`src/rtl/cpu_pkg.sv`:
```
// Shared CPU types and widths.
// Holds the MEM-stage FSM state encoding.
package cpu_pkg;

  localparam int data_size   = 32;
  localparam int log_reg_num = 5;

  typedef enum logic [1:0] {
    IDLE,
    REQ,
    WAIT,
    DONE
  } mem_state_e;

endpackage

```
`src/rtl/mem_stage_if.sv`:
```
// Data-memory request/response bus.
// master = MEM stage, slave = memory.
interface mem_stage_if;
  import cpu_pkg::*;

  logic                 dm_req;
  logic [data_size-1:0] dm_addr;
  logic [3:0]           dm_we;
  logic [data_size-1:0] dm_wdata;
  logic                 dm_ready;
  logic                 dm_rvalid;
  logic [data_size-1:0] dm_rdata;

  modport master (
    output dm_req,
    output dm_addr,
    output dm_we,
    output dm_wdata,
    input  dm_ready,
    input  dm_rvalid,
    input  dm_rdata
  );

  modport slave (
    input  dm_req,
    input  dm_addr,
    input  dm_we,
    input  dm_wdata,
    output dm_ready,
    output dm_rvalid,
    output dm_rdata
  );

endinterface

```
`src/rtl/mem_wb_reg.sv`:
```
// MEM/WB pipeline register.
// Loads every cycle unless held; never bubbles.
module mem_wb_reg
  import cpu_pkg::*;
(
  input  logic                   clk,
  input  logic                   rst_ni,
  input  logic                   hold_i,
  input  logic [data_size-1:0]   data_i,
  input  logic [log_reg_num-1:0] rd_i,
  input  logic                   regwrite_i,
  output logic [data_size-1:0]   data_o,
  output logic [log_reg_num-1:0] rd_o,
  output logic                   regwrite_o
);

  logic [data_size-1:0]   data_q;
  logic [log_reg_num-1:0] rd_q;
  logic                   regwrite_q;

  always_ff @(posedge clk or negedge rst_ni) begin
    if (!rst_ni) begin
      data_q     <= '0;
      rd_q       <= '0;
      regwrite_q <= 1'b0;
    end else if (!hold_i) begin
      data_q     <= data_i;
      rd_q       <= rd_i;
      regwrite_q <= regwrite_i;
    end
  end

  assign data_o     = data_q;
  assign rd_o       = rd_q;
  assign regwrite_o = regwrite_q;

endmodule

```
`src/rtl/mem_stage.sv`:
```
// MEM stage: data-memory FSM, store lanes,
// load extension and the MEM/WB register.
module mem_stage
  import cpu_pkg::*;
(
  input  logic                   clk,
  input  logic                   rst,
  input  logic [data_size-1:0]   ex_result,
  input  logic [data_size-1:0]   ex_data2,
  input  logic [log_reg_num-1:0] ex_rd,
  input  logic                   ex_memtoreg,
  input  logic                   ex_regwrite,
  input  logic                   ex_memread,
  input  logic                   ex_memwrite,
  input  logic                   ex_ls_word,
  mem_stage_if.master            dm,
  output logic                   d_stall,
  output logic [data_size-1:0]   wb_data,
  output logic [log_reg_num-1:0] wb_rd,
  output logic                   wb_regwrite
);

  mem_state_e           state_q, state_d;
  logic [data_size-1:0] lbuf_q, lbuf_d;

  logic                 mem_op;
  logic                 is_store;
  logic [1:0]           boff;
  logic [3:0]           we_lane;
  logic [data_size-1:0] wdata_lane;
  logic [7:0]           lbyte;
  logic [data_size-1:0] load_val;
  logic [data_size-1:0] wb_data_d;

  assign mem_op   = ex_memread | ex_memwrite;
  // memread+memwrite together behaves as a store
  assign is_store = ex_memwrite;
  assign boff     = ex_result[1:0];

  always_ff @(posedge clk or negedge rst) begin
    if (!rst) begin
      state_q <= IDLE;
      lbuf_q  <= '0;
    end else begin
      state_q <= state_d;
      lbuf_q  <= lbuf_d;
    end
  end

  always_comb begin
    state_d   = state_q;
    lbuf_d    = lbuf_q;
    dm.dm_req = 1'b0;
    unique case (state_q)
      IDLE: if (mem_op) state_d = REQ;
      REQ: begin
        dm.dm_req = 1'b1;
        if (dm.dm_ready) state_d = WAIT;
      end
      WAIT: if (dm.dm_rvalid) begin
        lbuf_d  = dm.dm_rdata;
        state_d = DONE;
      end
      DONE: state_d = IDLE;
    endcase
  end

  always_comb begin
    if (ex_ls_word) begin
      we_lane    = 4'hF;
      wdata_lane = ex_data2;
    end else begin
      we_lane    = 4'b0001 << boff;
      wdata_lane = {4{ex_data2[7:0]}};
    end
  end

  // Inputs are frozen by d_stall, so these stay stable through REQ
  assign dm.dm_addr  = ex_result;
  assign dm.dm_we    = (state_q == REQ && is_store) ? we_lane : 4'h0;
  assign dm.dm_wdata = (state_q == REQ && is_store) ? wdata_lane : '0;

  assign lbyte    = lbuf_q[{boff, 3'b000} +: 8];
  assign load_val = ex_ls_word ? lbuf_q : {{24{lbyte[7]}}, lbyte};

  assign wb_data_d = ex_memtoreg ? load_val : ex_result;
  assign d_stall   = mem_op && (state_q != DONE);

  mem_wb_reg u_mem_wb (
    .clk        (clk),
    .rst_ni     (rst),
    .hold_i     (d_stall),
    .data_i     (wb_data_d),
    .rd_i       (ex_rd),
    .regwrite_i (ex_regwrite),
    .data_o     (wb_data),
    .rd_o       (wb_rd),
    .regwrite_o (wb_regwrite)
  );

endmodule

```
`src/flat_wrapper.sv`:
```
// flat-port wrapper written by rule: the top's interface ports become plain ports
module mem_stage_flat import cpu_pkg::*;
  (clk, rst, ex_result, ex_data2, ex_rd, ex_memtoreg, ex_regwrite, ex_memread, ex_memwrite, ex_ls_word, d_stall, wb_data, wb_rd, wb_regwrite, dm_dm_req, dm_dm_addr, dm_dm_we, dm_dm_wdata, dm_dm_ready, dm_dm_rvalid, dm_dm_rdata);
  mem_stage_if dm_i ();
  input  logic clk;
  input  logic rst;
  input  logic [data_size-1:0] ex_result;
  input  logic [data_size-1:0] ex_data2;
  input  logic [log_reg_num-1:0] ex_rd;
  input  logic ex_memtoreg;
  input  logic ex_regwrite;
  input  logic ex_memread;
  input  logic ex_memwrite;
  input  logic ex_ls_word;
  output logic d_stall;
  output logic [data_size-1:0] wb_data;
  output logic [log_reg_num-1:0] wb_rd;
  output logic wb_regwrite;
  output wire logic [$bits(dm_i.dm_req)-1:0] dm_dm_req;
  output wire logic [$bits(dm_i.dm_addr)-1:0] dm_dm_addr;
  output wire logic [$bits(dm_i.dm_we)-1:0] dm_dm_we;
  output wire logic [$bits(dm_i.dm_wdata)-1:0] dm_dm_wdata;
  input wire logic [$bits(dm_i.dm_ready)-1:0] dm_dm_ready;
  input wire logic [$bits(dm_i.dm_rvalid)-1:0] dm_dm_rvalid;
  input wire logic [$bits(dm_i.dm_rdata)-1:0] dm_dm_rdata;
  assign dm_dm_req = dm_i.dm_req;
  assign dm_dm_addr = dm_i.dm_addr;
  assign dm_dm_we = dm_i.dm_we;
  assign dm_dm_wdata = dm_i.dm_wdata;
  assign dm_i.dm_ready = dm_dm_ready;
  assign dm_i.dm_rvalid = dm_dm_rvalid;
  assign dm_i.dm_rdata = dm_dm_rdata;
  mem_stage u_core (.clk(clk), .rst(rst), .ex_result(ex_result), .ex_data2(ex_data2), .ex_rd(ex_rd), .ex_memtoreg(ex_memtoreg), .ex_regwrite(ex_regwrite), .ex_memread(ex_memread), .ex_memwrite(ex_memwrite), .ex_ls_word(ex_ls_word), .dm(dm_i), .d_stall(d_stall), .wb_data(wb_data), .wb_rd(wb_rd), .wb_regwrite(wb_regwrite));
endmodule
```
`config.mk`:
```
export PLATFORM = sky130hd
export DESIGN_NAME = mem_stage_flat
export DESIGN_NICKNAME = d
export VERILOG_FILES = /design/src/rtl/cpu_pkg.sv /design/src/rtl/mem_stage_if.sv /design/src/rtl/mem_wb_reg.sv /design/src/rtl/mem_stage.sv /design/src/flat_wrapper.sv
export SDC_FILE = /design/constraint.sdc
export NUM_CORES = 1
export LEC_CHECK = 0
export CORE_MARGIN = 3
export CORE_UTILIZATION = 40
export CTS_BUF_LIST = sky130_fd_sc_hd__clkbuf_8
export DETAILED_ROUTE_END_ITERATION = 7
export PLACE_DENSITY = 0.82
export SLEW_MARGIN = 10
export SYNTH_ARGS = -nofsm -noshare
export SYNTH_HDL_FRONTEND = slang
export SYNTH_SLANG_ARGS = --single-unit
```
`constraint.sdc`:
```
create_clock -name clk -period 2.05 [get_ports clk]
set_input_delay 0.205 -clock clk [delete_from_list [all_inputs] [get_ports clk]]
set_output_delay 0.205 -clock clk [all_outputs]
set_load 0.05 [all_outputs]
```
==> load_flow_metrics.sql <==
INSERT INTO impl_metrics (metric_group, metric, value, unit) VALUES
('sta', 'maxSlewViolCount', '0', ''),
('logic_synthesis', 'synth-seq-cells', '72', ''),
('floorplanning', 'die_width', '106', 'um'),
('critical_path', 'timing_worst_setup_path_type', 'reg2out', ''),
('floorplanning', 'die_h', '106', 'um'),
('cells_and_area', 'antenna_cells_inserted', '0', ''),
('cells_and_area', 'fin_util', '0.726', ''),
('routing', 'routed_wire_length_per_instance', '18.8', 'um'),
('cells_and_area', 'layout_commonest_cell', 'clkdlybuf4s50_1', ''),
('grt', 'globalRoute.totalOverflow', '0', ''),
('sta', 'slew_headroom', '0.406', ''),
('routing', 'detailedRoute.firstPassIterationCount', '4', ''),
('logic_synthesis', 'synth_top_cell_by_area', 'dfrtp_1', ''),
('routing', 'vias', '3868', ''),
('grt', 'number_of_global_route_vias_before_repair', '3985', ''),
('logic_synthesis', 'synth.net_count', '543', ''),
('logic_synthesis', 'yosysTopAreaCellShare', '0.453', ''),
('sta', 'timing.setup.tns', '0', 'ns'),
('min_path', 'holdCritPathClass', 'in2async', ''),
('clocking', 'cts-buffers-inserted', '9', ''),
('floorplanning', 'num_io_pins', '218', ''),
('outcome', 'status', 'finished with violations', ''),
('critical_path', 'worst_ep_arrival_time', '1.77', 'ns'),
('logic_synthesis', 'yosysUniqueCellTypes', '26', ''),
('clocking', 'path_clk_slew', '0.09', 'ns'),
('logic_synthesis', 'syn-cell-area', '3980', 'um2'),
('cells_and_area', 'area_growth_syn_to_layout', '72.8', '%'),
('cells_and_area', 'final_layout_size_suffix_gt1_frac', '0.284', ''),
('clocking', 'cts_max_level', '3', ''),
('floorplanning', 'core_region_area', '9460', 'um2'),
('floorplanning', 'die_area', '11200', 'um2'),
('placement', 'hpwl', '10900', 'um'),
('critical_path', 'critical_path_required', '1.85', 'ns'),
('pwr', 'maximum_vdd_ir_drop', '0.000860', 'V'),
('critical_path', 'cp_cell_sequence', 'ha_1 > o21bai_4 > clkinv_1 > buf_6 > buf_4', ''),
('grt', 'total_routing_usage_reported_by_global_routing', '0.249', ''),
('routing', 'antenna_left', '0', ''),
('sta', 'timing_hold_violations_final', '21', ''),
('sta', 'period_needed', '1.97', 'ns'),
('placement', 'portBuffers', '217', ''),
('grt', 'global_route_wire_length_before_repair', '21800', 'um'),
('logic_synthesis', 'synth.yosys.seq_area_share', '0.453', ''),
('clocking', 'cts-root-buf', 'clkbuf_8', ''),
('critical_path', 'cp-end-kind', 'output port', ''),
('sta', 'fin_worst_skew', '0.0135', 'ns'),
('logic_synthesis', 'avgSynthCellArea', '9.29', 'um2'),
('grt', 'antenna_violations_before_repair', '0', ''),
('routing', 'drc_errors', '0', ''),
('routing', 'finalWirelength', '14000', 'um'),
('sta', 'fin_worst_hold_slack', '-0.0303', 'ns'),
('sta', 'worst-slew-pin-transition', '0.891', 'ns'),
('grt', 'grt_start_max_net_pins', '73', ''),
('placement', 'place.gp.congestion', '0.854', ''),
('clocking', 'worst_skew_pair.late_latency', '0.35', 'ns'),
('clocking', 'cts_buffer_depth', '2', ''),
('critical_path', 'critical-path-max-stage-delay', '0.44', 'ns'),
('critical_path', 'slowest_stage', 'dfrtp_1', ''),
('critical_path', 'crit_path_max_fanout', '20', ''),
('routing', 'post_drt_via_cell_ratio', '5.19', ''),
('critical_path', 'critical_path.startpoint_type', 'register', ''),
('clocking', 'cts.sink_count', '72', ''),
('cells_and_area', 'final_net_count', '726', ''),
('job', 'max_cap_violations', '0', ''),
('pwr', 'p_leak', '0.00287', 'uW'),
('pwr', 'power-per-cell-area', '1360', 'nW/um2'),
('logic_synthesis', 'yosys_warnings', '0', ''),
('sta', 'final.setup.worst_slack', '0.0784', 'ns'),
('sta', 'maxClockFrequency', '0.507', 'GHz'),
('sta', 'setup_repair_after_global_routing_missed_its_margin', 'no', ''),
('cells_and_area', 'fillers', '694', ''),
('floorplanning', 'initial_util', '0.421', ''),
('routing', 'detailedRoute.firstIterationViolations', '194', ''),
('clocking', 'cts_tree', 'done', ''),
('floorplanning', 'floorplan.rows', '35', ''),
('critical_path', 'worst_r2r_path_depth', '4', ''),
('outcome', 'violations', 'hold timing', ''),
('sta', 'finalSetupViolCount', '0', ''),
('placement', 'dpl_worst_slack', '0.00885', 'ns'),
('logic_synthesis', 'synthesized_instance_count', '428', ''),
('cells_and_area', 'mostFrequentLayoutCells', 'clkdlybuf4s50_1 (147), nand2_1 (83), dfrtp_1 (72), buf_4 (45), buf_12 (40)', ''),
('pwr', 'finalPower', '9340', 'uW'),
('sta', 'period_utilisation_layout', '0.962', ''),
('logic_synthesis', 'synth_area_leaders', 'dfrtp_1 (45%), mux2_2 (9.3%), nand2_1 (7.9%)', '');
[kinds of logic (layout without fill, tap and decap cells)]
group	Yosys count	after routing	synth area share
simple gates	156	156	0.166
buf+inv	69	257	0.100
flops	72	72	0.453
compound gates	77	77	0.128
mux	49	49	0.137
fa+ha+maj	5	5	0.0157
[power breakdown]
group | internal [uW] | leakage [uW] | total, uW | switching (uW)
clock | 562 | 0.0000970 | 1120 | 561
combinational | 2210 | 0.00193 | 5530 | 3320
sequential | 2150 | 0.000837 | 2680 | 533
total | 4920 | 0.00287 | 9340 | 4420
[stage by stage]
stage / instances / cell area, um2
after floorplan: 428 / 4250
after global placement: 727 / 6650
after detailed placement: 727 / 6650
after CTS: 743 / 6850
after global routing: 745 / 6870
final: 745 / 6870
[Yosys cell counts]
cell type and instances:
nor2_1 29, a211o_1 7, a21oi_1 34, dfrtp_1 72
mux4_2 1, and3_1 8, ha_1 5, clkinv_1 1
buf_1 5, or2_2 7, buf_6 2, nand2b_1 2
nor3_1 25, a222oi_1 1, buf_4 32, nand2_1 84
clkbuf_1 19, a211oi_4 1, nor2b_1 1, a31oi_1 7
mux2_2 33, a211oi_1 25, inv_1 6, o21bai_1 2
mux2i_1 15, buf_2 4
[final timing paths]
check,startpoint,endpoint,slack [ns]
hold reg to reg,u_core.u_mem_wb.rd_o[4],u_core.u_mem_wb.rd_o[4],0.47
hold / removal,rst,u_core.u_mem_wb.data_o[18],-0.03
max in group asynchronous,rst,u_core.lbuf_q[4],1.50
min in group clk,ex_regwrite,u_core.u_mem_wb.regwrite_o,0.39
setup reg to reg,u_core.state_q[0],u_core.state_q[1],0.22
setup / recovery,u_core.state_q[0],d_stall,0.08
[cell type report]
cell class / instances / area [um2] / share of cell area
clock buffer: 9 / 124 / 0.0180
clock inverter: 7 / 71.3 / 0.0104
inverter: 7 / 26.3 / 0.00382
multi-input combinational: 287 / 2060 / 0.300
sequential: 72 / 1800 / 0.262
tap: 129 / 161 / 0.0235
timing repair buffer: 234 / 2630 / 0.382
[layer usage]
metal,GRT usage,vias to the layer above,share of wire
met2,0.435,161,0.52
met3,0.0545,32,0.066
met4,0.0907,0,0.029
met5,0,-,0
li1,-,1813,-
met1,0.302,1862,0.39
[state kept, by name (all words and copies together), names as in the netlist]
signal and cells:
u_core.lbuf_q 32, u_core.u_mem_wb.rd_o 5, u_core.u_mem_wb.data_o 32, u_core.state_q 2, u_core.u_mem_wb.regwrite_o 1
[what timing repair did]
action                                  in CTS  in global routing
resized for setup                            0                  2
setup buffers                                0                  2
hold buffers                                 0                  0
endpoints found under the setup margin       0                  4
[worst max-delay path, delay by kind of cell, from the launching register on]
family	cells	cell delay [ns]
AO/OA/AOI/OAI	1	0.17
flip-flops	1	0.44
buffers and inverters	3	0.59
adder cells (fa/ha/maj)	1	0.22
Note: power is estimated with default switching activity, not from simulation.
